===== src/rtl/nfu_pkg.sv =====
// Shared defaults and helpers for the NFU-2 accumulate tree.
// Used by nfu2_tree_pipe and nfu2_accum_tree (clamp only with NFU2_SATURATE_EN).
package nfu_pkg;
  localparam int NFU_N  = 16;
  localparam int NFU_TN = 16;

  function automatic int clog2(input int v);
    int r;
    r = 0;
    for (int i = 0; i < 31; i++)
      if ((1 << i) < v) r = i + 1;
    return r;
  endfunction

  // Clamp a signed value into the n-bit two's complement range.
  function automatic longint sclamp(input longint v, input int n);
    longint hi, lo;
    hi = (longint'(1) << (n - 1)) - 1;
    lo = -hi - 1;
    if (v > hi) return hi;
    if (v < lo) return lo;
    return v;
  endfunction
endpackage


===== src/rtl/nfu2_accum_tree_if.sv =====
// Beat/result bus between NFU-1, the NFU-2 accumulate tree and NFU-3.
interface nfu2_accum_tree_if import nfu_pkg::*; #(
  parameter int N  = NFU_N,
  parameter int TN = NFU_TN
);
  logic                   i_valid;
  logic                   i_first;
  logic                   i_last;
  logic [TN-1:0][N-1:0]   i_vals;
  logic                   i_stall;
  logic                   o_valid;
  logic [N-1:0]           o_res;
  logic                   o_sat;

  modport master (output i_valid, i_first, i_last, i_vals, i_stall,
                  input  o_valid, o_res, o_sat);
  modport slave  (input  i_valid, i_first, i_last, i_vals, i_stall,
                  output o_valid, o_res, o_sat);
endinterface


===== src/rtl/nfu2_tree_pipe.sv =====
// LOG_TN-stage registered pairwise adder tree with valid/first/last sideband.
// Each stage grows one bit, so the final sum is exact at N+LOG_TN bits.
module nfu2_tree_pipe import nfu_pkg::*; #(
  parameter  int N      = NFU_N,
  parameter  int TN     = NFU_TN,
  localparam int LOG_TN = clog2(TN)
)(
  input  logic                  clk,
  input  logic                  rst,
  input  logic                  stall,
  input  logic                  valid,
  input  logic                  first,
  input  logic                  last,
  input  logic [TN-1:0][N-1:0]  vals,
  output logic                  sum_valid,
  output logic                  sum_first,
  output logic                  sum_last,
  output logic [N+LOG_TN-1:0]   sum
);
  for (genvar s = 0; s <= LOG_TN; s++) begin : stg
    localparam int W   = N + s;
    localparam int CNT = TN >> s;
    logic [CNT-1:0][W-1:0] d;
    logic vld, fst, lst;

    if (s == 0) begin : g_in
      // Sideband is qualified here so bubbles never carry first/last.
      assign d   = vals;
      assign vld = valid;
      assign fst = valid & first;
      assign lst = valid & last;
    end else begin : g_add
      logic [CNT-1:0][W-1:0] nxt;
      always_comb begin
        nxt = '0;
        for (int k = 0; k < CNT; k++)
          nxt[k] = {stg[s-1].d[2*k][W-2],   stg[s-1].d[2*k]} +
                   {stg[s-1].d[2*k+1][W-2], stg[s-1].d[2*k+1]};
      end

      always_ff @(posedge clk or posedge rst) begin
        if (rst) begin
          d   <= '0;
          vld <= 1'b0;
          fst <= 1'b0;
          lst <= 1'b0;
        end else if (!stall) begin
          d   <= nxt;
          vld <= stg[s-1].vld;
          fst <= stg[s-1].fst;
          lst <= stg[s-1].lst;
        end
      end
    end
  end

  assign sum       = stg[LOG_TN].d[0];
  assign sum_valid = stg[LOG_TN].vld;
  assign sum_first = stg[LOG_TN].fst;
  assign sum_last  = stg[LOG_TN].lst;
endmodule


===== src/rtl/nfu2_accum_tree.sv =====
// NFU-2 pipelined adder tree plus per-frame accumulator and result register.
// Define NFU2_SATURATE_EN to clamp results to N bits and report o_sat; default wraps.
module nfu2_accum_tree import nfu_pkg::*; #(
  parameter  int N      = NFU_N,
  parameter  int TN     = NFU_TN,
  parameter  int ACC_W  = 32,
  localparam int LOG_TN = clog2(TN)
)(
  input  logic              clk,
  input  logic              rst,
  nfu2_accum_tree_if.slave  bus
);
  localparam int SW = N + LOG_TN;

  logic [SW-1:0]    t_sum;
  logic             t_vld, t_fst, t_lst;
  logic [ACC_W-1:0] acc, acc_next, t_ext;
  logic [N-1:0]     res_next;
  logic             sat_next;

  nfu2_tree_pipe #(.N(N), .TN(TN)) u_tree (
    .clk       (clk),
    .rst       (rst),
    .stall     (bus.i_stall),
    .valid     (bus.i_valid),
    .first     (bus.i_first),
    .last      (bus.i_last),
    .vals      (bus.i_vals),
    .sum_valid (t_vld),
    .sum_first (t_fst),
    .sum_last  (t_lst),
    .sum       (t_sum)
  );

  // A first beat restarts from zero, silently dropping any open frame.
  assign t_ext    = ACC_W'($signed(t_sum));
  assign acc_next = (t_fst ? '0 : acc) + t_ext;

`ifdef NFU2_SATURATE_EN
  longint acc_s, clamped;
  always_comb begin
    acc_s    = longint'($signed(acc_next));
    clamped  = sclamp(acc_s, N);
    res_next = N'(clamped);
    sat_next = (clamped != acc_s);
  end
`else
  assign res_next = acc_next[N-1:0];
  assign sat_next = 1'b0;
`endif

  always_ff @(posedge clk or posedge rst) begin
    if (rst) begin
      acc         <= '0;
      bus.o_valid <= 1'b0;
      bus.o_res   <= '0;
      bus.o_sat   <= 1'b0;
    end else if (!bus.i_stall) begin
      bus.o_valid <= t_vld & t_lst;
      if (t_vld) acc <= t_lst ? '0 : acc_next;
      if (t_vld & t_lst) begin
        bus.o_res <= res_next;
        bus.o_sat <= sat_next;
      end
    end
  end
endmodule

===== src/flat_wrapper.sv =====
// flat-port wrapper written by rule: the top's interface ports become plain ports
module nfu2_accum_tree_flat import nfu_pkg::*;
#(
  parameter  int N      = NFU_N,
  parameter  int TN     = NFU_TN,
  parameter  int ACC_W  = 32,
  localparam int LOG_TN = clog2(TN)
)
  (clk, rst, bus_i_valid, bus_i_first, bus_i_last, bus_i_vals, bus_i_stall, bus_o_valid, bus_o_res, bus_o_sat);
  nfu2_accum_tree_if #(.N(N), .TN(TN)) bus_i ();
  input  logic clk;
  input  logic rst;
  input wire logic [$bits(bus_i.i_valid)-1:0] bus_i_valid;
  input wire logic [$bits(bus_i.i_first)-1:0] bus_i_first;
  input wire logic [$bits(bus_i.i_last)-1:0] bus_i_last;
  input wire logic [$bits(bus_i.i_vals)-1:0] bus_i_vals;
  input wire logic [$bits(bus_i.i_stall)-1:0] bus_i_stall;
  output wire logic [$bits(bus_i.o_valid)-1:0] bus_o_valid;
  output wire logic [$bits(bus_i.o_res)-1:0] bus_o_res;
  output wire logic [$bits(bus_i.o_sat)-1:0] bus_o_sat;
  assign bus_i.i_valid = bus_i_valid;
  assign bus_i.i_first = bus_i_first;
  assign bus_i.i_last = bus_i_last;
  assign bus_i.i_vals = bus_i_vals;
  assign bus_i.i_stall = bus_i_stall;
  assign bus_o_valid = bus_i.o_valid;
  assign bus_o_res = bus_i.o_res;
  assign bus_o_sat = bus_i.o_sat;
  nfu2_accum_tree #(.N(N), .TN(TN), .ACC_W(ACC_W)) u_core (.clk(clk), .rst(rst), .bus(bus_i));
endmodule

===== config.mk =====
export PLATFORM = sky130hd
export DESIGN_NAME = nfu2_accum_tree_flat
export DESIGN_NICKNAME = d
export VERILOG_FILES = /design/src/rtl/nfu_pkg.sv /design/src/rtl/nfu2_accum_tree_if.sv /design/src/rtl/nfu2_tree_pipe.sv /design/src/rtl/nfu2_accum_tree.sv /design/src/flat_wrapper.sv
export SDC_FILE = /design/constraint.sdc
export NUM_CORES = 1
export LEC_CHECK = 0
export CAP_MARGIN = 20
export CORE_AREA = 2 2 190 192
export CTS_BUF_LIST = sky130_fd_sc_hd__clkbuf_4
export DETAILED_ROUTE_END_ITERATION = 12
export DIE_AREA = 0 0 192 194
export DONT_BUFFER_PORTS = 1
export PLACE_DENSITY = 0.85
export SYNTH_ARGS = -nofsm -noshare
export SYNTH_HDL_FRONTEND = slang
export SYNTH_SLANG_ARGS = --single-unit

===== constraint.sdc =====
create_clock -name clk -period 10.67 [get_ports clk]
set_input_delay 1.067 -clock clk [delete_from_list [all_inputs] [get_ports clk]]
set_output_delay 1.067 -clock clk [all_outputs]
set_load 0.01 [all_outputs]

==> results of run 1 <==
synth_stat cells, drive strengths merged (11+ instances only):
cell type,number
a211o,14
a211oi,22
a21o,107
a21oi,118
a221oi,13
a31oi,34
and3,19
clkbuf,64
dfrtp,285
fa,16
ha,240
inv,33
mux2,66
nand2,275
nand2b,29
nand3,16
nand4,12
nor2,91
nor2b,35
nor3,33
nor3b,11
o211ai,27
o21a,37
o21ai,256
o21bai,28
o31ai,36
xnor2,106
xor2,95
layout by cell type, fill, tap and decap left out, drive strengths merged, types with 6 or more instances in the layout:
master,n
a211o,14
a211oi,22
a21o,107
a21oi,118
a221oi,13
a22o,6
a31oi,34
and3,19
and4,8
clkbuf,116
clkinv,16
dfrtp,285
fa,16
ha,240
inv,35
mux2,66
nand2,275
nand2b,29
nand3,16
nand4,12
nor2,91
nor2b,35
nor3,33
nor3b,11
nor4b,9
o211ai,27
o21a,37
o21ai,256
o21bai,28
o22ai,8
o31ai,36
or4,9
xnor2,106
xor2,95
power by group through the flow:
stage	Combinational [mW]	Clock, mW	Sequential, mW
after floorplan	2.24	0	1.66
after global placement	2.61	0	1.76
after detailed placement	2.72	0	1.78
after CTS	2.74	1.07	1.76
after global routing	3.09	1.13	1.81
final	2.74	1.04	1.76
final cells by class:
cell class	instances	share of cell area, %
Multi-Input combinational cell	1835	59.81
Sequential cell	285	32.07
Clock buffer	116	3.916
Tap cell	461	2.594
Clock inverter	22	0.7877
Inverter	33	0.5908
Timing Repair Buffer	4	0.2250
Antenna cell	1	0.01125
stage by stage:
step / hold slack [ns] / total power, mW
2_1_floorplan: 0.4407 / 3.892
3_3_place_gp: 0.4526 / 4.374
3_5_place_dp: 0.4581 / 4.493
4_1_cts: 0.2527 / 5.567
5_1_grt: 0.2871 / 6.025
6_report: 0.2991 / 5.544
cell families after synthesis:
group	Yosys count	share of synthesized area [%]
compound gates	743	23.04
buf+inv	104	1.898
flops	285	34.24
xor+xnor	201	8.452
mux	68	3.665
simple gates	566	12.72
fa+ha+maj	256	15.96
other cells	1	0.01801
state kept, by name (all words and copies together) (netlist names):
register,count
u_core.u_tree.sum,16
u_core.bus.o_valid,1
u_core.u_tree.sum_last,1
u_core.u_tree.stg.lst,3
u_core.u_tree.stg.d,224
u_core.u_tree.sum_valid,1
u_core.bus.o_res,16
u_core.u_tree.stg.fst,3
u_core.u_tree.stg.vld,3
u_core.u_tree.sum_first,1
u_core.acc,16
worst max-delay path: stages, from the launching register on:
cell	delay, ns
dfrtp_1	0.72
nor2b_1	0.11
ha_1	0.24
fa_1	0.44
a211oi_1	0.26
nor2_1	0.12
o21ai_0	0.35
o21a_1	0.24
o21bai_1	0.11
xnor2_1	0.25
o21ai_0	0.11
final timing paths:
| kind | slack [ns] | endpoint | depth (start not counted) |
|---|---|---|---|
| hold / removal | 0.30 | u_core.acc[12]$_DFFE_PP0P_ | 1 |
| min in group clk | 0.47 | u_core.acc[6]$_DFFE_PP0P_ | 2 |
| hold reg to reg | 0.47 | u_core.acc[6]$_DFFE_PP0P_ | 2 |
| setup reg to reg | 7.56 | u_core.bus.o_res[14]$_DFFE_PP0P_ | 10 |
| max in group asynchronous | 8.92 | u_core.u_tree.stg[1].d[54]$_DFFE_PP0N_ | 2 |
| setup / recovery | 7.56 | u_core.bus.o_res[14]$_DFFE_PP0P_ | 10 |
routing by layer:
layer / global-route usage, % / vias up / share of wire, % / wire length (microns)
met1: 33.51 / 7944 / 47 / 21040
li1: - / 8254 / - / -
met4: 6.701 / 0 / 1.6 / 716
met3: 3.421 / 74 / 4.9 / 2221
met2: 39.47 / 450 / 47 / 21240
met5: 0 / - / 0 / 0
==> metrics, run 1 <==
status finished, final reports clean; Reg clk slew, reported paths 0.07 ns; Setup CP Type reg2reg; YS warnings 0; Final Hold Vio Count 0; Cell Int Power 3.290 mW; register area between 7000 and 8000 sq um; clock power share 18.7%; largest net degree at the start of global routing 474; Post-Place Cells approximately 2600; Logic pwr share between 40% and 50%; Rows 69; synthesized area 20830 sq um; setup_tns 0 ns; Final Setup Violations 0; initial antenna violation count 1; Slew Viols, Final 0; Post-CTS Repair Setup Buffers 0; Vias 16720; Max Root-Sink Buffers 3; class of the worst hold path in2async; startpoint types flip-flop; port bufs 0; crit share post-route between 20% and 30%; Die Ht 194 microns; Multi-input gate area 13300 sq um; layout cells sized above 1 9.630%; CP arrival 3.62 ns; RSZ-0062 raised after global routing no; drt via density 6.065; Pwr per Cell Area ~250 nW/um^2; MaxCap Viol Count 0; Worst VDD drop 137.0 uV; Cell Area, Placed 21160 sq um; register area share after synthesis 34.24%; clk_skew 0.07234 ns; CTS Hold Bufs 0; Worst Setup SP u_core.u_tree.sum_first$_DFFE_PP0N_; final worst path period need 3.115 ns; required time of the critical path 11.17 ns; post-synth top area cell dfrtp_1; final cell count without fillers roughly 2800; Die Footprint 37250 sq um; # nets final between 2000 and 3000; Psw approximately 2.3 mW; CTS tree yes; drt first-iter violations 843; Starting Density about three fifths; FFs w/ async S/R, synth 100.0%; switch share 40.66%; router iterations before antenna repair 5; fillcell total 2858; Unique masters post-synth 65; total CTS buffers 79; top post-synthesis cells by area dfrtp_1, ha_1, o21ai_0; fin util 63.14%; DR DRC count 0; DP HPWL 33660 microns; crit-path max FO 18; post-synthesis net count 2742; actual slew at the worst max-slew pin slightly below 1 ns; Placement Setup Slack 7.386 ns; Seq pwr share about a third; # H-tree levels 3; Fmax achieved 0.3210 GHz; CP endpoint kind flip-flop; Core Region 35220 sq um; Ports 280; Synth top area share 34.24%; Syn Inst Count 2224; average size of a mapped cell 9.365 sq um; Post-synth EDFFs 0; setup ws final 7.555 ns; Seq cells post-synth 285; gr ovfl total 0; clk root buf clkbuf_4; All-Layer GR Usage between 20% and 30%; post-CTS sizing 0; Synth Flop Type dfrtp_1; Clk Latency, worst-skew pair 0.70 ns; Final Cell Area 22240 sq um; per-cell routed wire length 16.40 microns; Horiz. Die Dim roughly 190 microns; Area Growth Syn to Fin 6.776%; global-route wire length before repair 75920 microns; vias in the first global route roughly 16000; gpl congestion 0.8999; drt total wl 45220 microns; Max-slew headroom approximately 35%; clk sink count 285; Crit Reg-Reg Startpoint u_core.u_tree.sum_first$_DFFE_PP0N_; Final ANT Viol Nets 0; Leak Pwr approximately 10 nW
Power figures use the tool's default switching activity.
==> run 2: changes to the inputs <==
Settings changed: PLACE_DENSITY 0.85 to 0.88.
Clock period 10.67 ns to 2.6 ns, I/O delays scaled along.
==> run 2 against run 1 <==
Worst hold slack worse by 0.26 ns. Sequential power grew to 4.2 times the previous value. Largest cell class unchanged. Critical endpoint is now u_core.u_tree.stg[2].d[62]$_DFFE_PP0N_. Wire length is 20% higher.
==> metrics, run 2 (same netlist as run 1, synthesis figures left out) <==
max FFs per register 224 (unchanged); Ports 280 (unchanged); MaxCap Viol Count 0 (unchanged); All-Layer GR Usage 28.45% (was 24.14%); Logic pwr share 55.0% (was 49.5%); port bufs 0 (unchanged); Area Growth Syn to Fin 18.70% (was 6.776%); CTS tree yes (unchanged); Worst VDD drop 585.9 uV (was 137.0 uV); met1 WL 23270 microns (was 21040 microns); Placement Setup Slack -0.1478 ns (was 7.386 ns); drt total wl 54080 microns (was 45220 microns); most frequent cells in the layout dfrtp_1, nand2_1, o21ai_0, ha_1, dlygate4sd3_1 (was dfrtp_1, nand2_1, o21ai_0, ha_1, a21oi_1); Vias 18170 (was 16720); # nets final 2995 (was 2756); CP arrival 3.16 ns (was 3.62 ns); clk root buf clkbuf_4 (unchanged); actual slew at the worst max-slew pin 0.7272 ns (was 0.9676 ns); initial antenna violation count 2 (was 1); switch share 40.85% (was 40.66%); Reg with most FFs u_core.u_tree.stg.d (unchanged); drt via density 6.077 (was 6.065); Top Metal Used met5 (was met4); Setup CP Type reg2reg (unchanged); setup ws final 0.02451 ns (was 7.555 ns); Slew Viols, Final 0 (unchanged); commonest non-fill, non-tap cell in the layout dfrtp_1 (unchanged); total CTS buffers 79 (unchanged); class of the worst hold path in2reg (was in2async); Worst Hold Path Cells 3; Leak Pwr 11.47 nW (was 10.38 nW); startpoint types flip-flop (unchanged); Reg clk slew, reported paths 0.08 ns (was 0.07 ns); per-cell routed wire length 18.09 microns (was 16.40 microns); drt first-iter violations 1153 (was 843); Rows 69 (unchanged); Seq pwr share 29.0% (was 31.8%); required time of the critical path 3.18 ns (was 11.17 ns); layout cells sized above 1 12.10% (was 9.630%); Core Region 35220 sq um (unchanged); Die Ht 194 microns (unchanged); Final Hold Vio Count 0 (unchanged); clock power share 16.0% (was 18.7%); Crit Reg-Reg Startpoint u_core.u_tree.stg[1].d[102]$_DFFE_PP0N_ (was u_core.u_tree.sum_first$_DFFE_PP0N_); clk sink count 285 (unchanged); final worst path period need 2.575 ns (was 3.115 ns); vias in the first global route 18630 (was 16490); Die Footprint 37250 sq um (unchanged); Clk Latency, worst-skew pair 0.71 ns (was 0.70 ns); Reg2Reg Depth 8 (was 10); Fmax achieved 0.3883 GHz (was 0.3210 GHz); gpl congestion 0.8963 (was 0.8999); Cell Int Power 14.92 mW (was 3.290 mW); Tot Pwr 25.22 mW (was 5.544 mW); Hold Crit Start bus_i_vals[247]; WL met2 26250 microns (was 21240 microns); largest net degree at the start of global routing 331 (was 474); Max-slew headroom 51.52% (was 35.49%); Final Setup Violations 0 (unchanged); RSZ-0062 raised after global routing yes (was no); FF-to-FF End u_core.u_tree.stg[2].d[62]$_DFFE_PP0N_ (was u_core.bus.o_res[14]$_DFFE_PP0P_); WHS Endpoint u_core.u_tree.stg[1].d[126]$_DFFE_PP0N_; CP endpoint kind flip-flop (unchanged); Final ANT Viol Nets 0 (unchanged); reg2reg setup slack 0.02 ns (was 7.56 ns); status finished, final reports clean (unchanged); router iterations before antenna repair 8 (was 5); Horiz. Die Dim 192 microns (unchanged); Starting Density 59.13% (unchanged); wire length on met3 3041 microns (was 2221 microns); DP HPWL 34970 microns (was 33660 microns); Pwr per Cell Area 1020 nW/um^2 (was 249.3 nW/um^2); DR DRC count 0 (unchanged); clk_skew 0.06470 ns (was 0.07234 ns); # H-tree levels 3 (unchanged); global-route wire length before repair 88160 microns (was 75920 microns); Psw 10.30 mW (was 2.254 mW); crit share post-route 99.06% (was 29.19%); crit-path max FO 3 (was 18); Max Root-Sink Buffers 3 (unchanged); gr ovfl total 0 (unchanged)
## run 2: worst max-delay path: stages, from the launching register on
cell and delay (ns):
dfrtp_1 0.39, ha_1 0.24, fa_2 0.37, a21oi_2 0.22
o211ai_1 0.18, a31oi_1 0.26, xor2_1 0.17, o21ai_0 0.09
dlygate4sd3_1 0.57
## run 2: power by group through the flow
stage | combinational, mW | clock (mW) | sequential, mW
finish | 13.9 | 4.03 | 7.31
global route | 15.3 | 4.34 | 7.46
CTS | 12.9 | 4.06 | 7.24
detailed placement | 11.6 | 0 | 7.29
global placement | 11.1 | 0 | 7.25
floorplan | 9.17 | 0 | 6.80
## run 2: timing repair
| action | CTS | global route |
|---|---|---|
| pin swaps | 0 | 36 |
| gates resized for setup | 6 | 61 |
| endpoints found under the hold margin | 439 | 0 |
| hold buffers | 196 | 0 |
| endpoints found under the setup margin | 11 | 48 |
| buffers inserted | 0 | 15 |
## run 2: worst max path at each step
stage                     slack (ns)                                    start  cells after the start                                endpoint
after floorplan                -1.44                                      rst                      1               u_core.acc[0]$_DFFE_PP0P_
after global placement         -0.02      u_core.u_tree.sum_first$_DFFE_PP0N_                     10              u_core.acc[15]$_DFFE_PP0P_
after detailed placement       -0.15      u_core.u_tree.sum_first$_DFFE_PP0N_                      9              u_core.acc[15]$_DFFE_PP0P_
after CTS                      0.003    u_core.u_tree.stg[2].d[1]$_DFFE_PP0N_                      8  u_core.u_tree.stg[3].d[15]$_DFFE_PP0N_
after global routing           -0.04      u_core.u_tree.sum_first$_DFFE_PP0N_                     10              u_core.acc[15]$_DFFE_PP0P_
final                           0.02  u_core.u_tree.stg[1].d[102]$_DFFE_PP0N_                      8  u_core.u_tree.stg[2].d[62]$_DFFE_PP0N_
## run 2: cell type report
cell class	instances	area (sq um)
Fill cell	2530	10500
Timing Repair Buffer	243	2385
Clock inverter	17	87.58
Inverter	33	127.6
Tap cell	461	576.8
Multi-Input combinational cell	1835	13550
Clock buffer	115	863.3
Antenna cell	1	2.502
Sequential cell	285	7134
## run 2: through the flow
step	util [%]	instances	hold slack, ns	TNS, ns	cell area (sq um)
global route	70.19	2990	0.01827	-0.2378	24720
CTS	69.16	2974	0.006092	0	24360
floorplan	-	2224	0.3960	-409.62	20830
finish	70.19	2990	0.04205	0	24720
global placement	60.80	2646	0.06215	-0.04203	21410
detailed placement	60.80	2646	0.06297	-0.6588	21410
## run 2: per-layer routing
metal  vias to the layer above  global-route usage [%]
met1                      8727                   36.77
met5                         -                       0
met4                         2                   9.811
li1                       8707                       -
met2                       577                   48.38
met3                       156                   4.525
==> run 3: changes to the inputs <==
Settings changed: CORE_AREA 2 2 190 192 to 2 2 212 172, DIE_AREA 0 0 192 194 to 0 0 214 174.
==> run 3 against run 2 <==
Wire length up 1.7%. Final area is 1.2% higher. Combinational power increased by 4%. Clock skew shrank 0.020 ns. Critical path type unchanged. Clock power fell by 1%. Maximum frequency up 0.23%. Sequential power about the same. Sequential share of layout area down 0.36 points. Critical path depth rose by 2. Flip-flop and latch count unchanged. Cell count increased by 1.4%. Global-route usage decreased by 0.56 points.
==> metrics, run 3 (same netlist as run 1, synthesis figures left out) <==
setup ws final 0.03037 ns (was 0.02451 ns); Die Footprint 37240 sq um (was 37250 sq um); layout cells sized above 1 11.57% (was 12.10%); MaxCap Viol Count 0 (unchanged); clk root buf clkbuf_4 (unchanged); Final Hold Vio Count 0 (unchanged); status finished, final reports clean (unchanged); clock power share 15.5% (was 16.0%); All-Layer GR Usage 27.89% (was 28.45%); required time of the critical path 3.14 ns (was 3.18 ns); Pwr per Cell Area 1025 nW/um^2 (was 1020 nW/um^2); drt total wl 55000 microns (was 54080 microns); switch share 40.64% (was 40.85%); crit share post-route 98.83% (was 99.06%); Cell Int Power 15.23 mW (was 14.92 mW); fillcell total 2465 (was 2530); Post-Place Cells 2663 (was 2646); Leak Pwr 11.58 nW (was 11.47 nW); Seq pwr share 28.5% (was 29.0%); DP HPWL 35960 microns (was 34970 microns); Final ANT Viol Nets 0 (unchanged); Die Ht 174 microns (was 194 microns); final cell count without fillers 3031 (was 2990); Clk Latency, worst-skew pair 0.71 ns (about the same); Reg with most FFs u_core.u_tree.stg.d (unchanged); Area Growth Syn to Fin 20.17% (was 18.70%); largest net degree at the start of global routing 474 (was 331); CP endpoint kind flip-flop (unchanged); Core Region 35300 sq um (was 35220 sq um); Max Root-Sink Buffers 3 (unchanged); Max-slew headroom 49.62% (was 51.52%); Worst Setup SP u_core.u_tree.sum_first$_DFFE_PP0N_ (was u_core.u_tree.stg[1].d[102]$_DFFE_PP0N_); startpoint types flip-flop (unchanged); gpl congestion 0.9071 (was 0.8963); drt via density 6.081 (was 6.077); global-route wire length before repair 87400 microns (was 88160 microns); Starting Density 59.01% (was 59.13%); Final Cell Area 25030 sq um (was 24720 sq um); Fmax achieved 0.3892 GHz (was 0.3883 GHz); RSZ-0062 raised after global routing yes (unchanged); slowest cell delay on critical path 0.43 ns (was 0.57 ns); # nets final 3018 (was 2995); clk_skew 0.04473 ns (was 0.06470 ns); Horiz. Die Dim 214 microns (was 192 microns); class of the worst hold path in2async (was in2reg); Worst VDD drop 474.3 uV (was 585.9 uV); Cell Area, Placed 21450 sq um (was 21410 sq um); Multi-input gate area 13560 sq um (was 13550 sq um); Placement Setup Slack -0.09877 ns (was -0.1478 ns); router iterations before antenna repair 6 (was 8); clk sink count 285 (unchanged); gr ovfl total 0 (unchanged); Setup CP Type reg2reg (unchanged); crit-path cells buf_2 > nor2b_4 > ha_2 > a211oi_2 > o21a_1 > nor3_1 > a211o_1 > a31oi_1 > xor2_1 > o21ai_0 (was ha_1 > fa_2 > a21oi_2 > o211ai_1 > a31oi_1 > xor2_1 > o21ai_0 > dlygate4sd3_1); setup_tns 0 ns (unchanged); commonest non-fill, non-tap cell in the layout dfrtp_1 (unchanged); total CTS buffers 75 (was 79); actual slew at the worst max-slew pin 0.7488 ns (was 0.7272 ns); most frequent cells in the layout dfrtp_1, nand2_1, o21ai_0, ha_1, dlygate4sd3_1 (unchanged); Reg clk slew, reported paths 0.07 ns (was 0.08 ns); port bufs 0 (unchanged); initial antenna violation count 2 (unchanged); final worst path period need 2.570 ns (was 2.575 ns); Crit Reg-Reg Startpoint u_core.u_tree.sum_first$_DFFE_PP0N_ (was u_core.u_tree.stg[1].d[102]$_DFFE_PP0N_); # H-tree levels 3 (unchanged); register area 7133 sq um (was 7134 sq um); CP arrival 3.11 ns (was 3.16 ns); per-cell routed wire length 18.15 microns (was 18.09 microns); crit-path max FO 4 (was 3); Final Setup Violations 0 (unchanged); Logic pwr share 56.0% (was 55.0%); DR DRC count 0 (unchanged); Ports 280 (unchanged); Worst path slowest cell dfrtp_2 (was dlygate4sd3_1); Vias 18430 (was 18170); vias in the first global route 18270 (was 18630); Psw 10.43 mW (was 10.30 mW); drt first-iter violations 1646 (was 1153); Slew Viols, Final 0 (unchanged); CTS tree yes (unchanged); Rows 62 (was 69); max FFs per register 224 (unchanged)
run 3: what timing repair did:
item | 4_1_cts | 5_1_grt
buffers inserted | 0 | 15
pin swaps | 0 | 28
resized for setup | 3 | 63
hold endpoints to repair | 399 | 53
hold buffers | 224 | 2
setup endpoints to repair | 6 | 41
run 3: through the flow:
stage	hold slack, ns	total power, mW	util [%]
after floorplan	0.3960	15.97	-
after global placement	0.1663	18.28	60.77
after detailed placement	0.1887	18.82	60.77
after CTS	-0.3087	24.43	69.77
after global routing	0.03528	27.48	70.91
final	0.05426	25.65	70.91
run 3: area by class of cell:
type / count / area share [%]
Multi-Input combinational cell: 1835 / 54.17
Timing Repair Buffer: 270 / 10.70
Sequential cell: 285 / 28.50
Clock inverter: 21 / 0.5299
Antenna cell: 1 / 0.009998
Inverter: 33 / 0.5099
Tap cell: 480 / 2.400
Clock buffer: 106 / 3.180
run 3: per-layer routing:
layer | wire length, microns | track usage [%] | up-vias
met5 | 12 | 0 | -
met4 | 1384 | 8.770 | 2
met3 | 3198 | 4.602 | 131
met2 | 26110 | 46.70 | 612
met1 | 24290 | 37.13 | 8943
li1 | - | - | 8744
run 3: critical path: cells and delay by family (launching register included):
kind                     cells  cell delay (ns)
AO/OA/AOI/OAI                5             1.12
flip-flops                   1             0.43
adder cells (fa/ha/maj)      1             0.29
AND/OR/NAND/NOR              2             0.22
XOR/XNOR                     1             0.20
buffers and inverters        1             0.17
run 3: final timing paths:
kind	end	slack, ns	cells after the start
hold / removal	u_core.u_tree.stg[1].d[23]$_DFFE_PP0N_	0.05	2
setup / recovery	u_core.bus.o_res[13]$_DFFE_PP0P_	0.03	10
min in group clk	u_core.u_tree.stg[3].d[12]$_DFFE_PP0N_	0.18	2
max in group asynchronous	u_core.u_tree.stg[1].d[105]$_DFFE_PP0N_	1.56	4
setup reg to reg	u_core.bus.o_res[13]$_DFFE_PP0P_	0.03	10
hold reg to reg	u_core.acc[5]$_DFFE_PP0P_	0.47	2
run 3: power groups by stage:
| stage | clock, mW | combinational [mW] | sequential (mW) |
|---|---|---|---|
| 2_1_floorplan | 0 | 9.17 | 6.80 |
| 3_3_place_gp | 0 | 11.1 | 7.23 |
| 3_5_place_dp | 0 | 11.5 | 7.28 |
| 4_1_cts | 4.03 | 13.2 | 7.23 |
| 5_1_grt | 4.30 | 15.7 | 7.44 |
| 6_report | 3.98 | 14.4 | 7.30 |
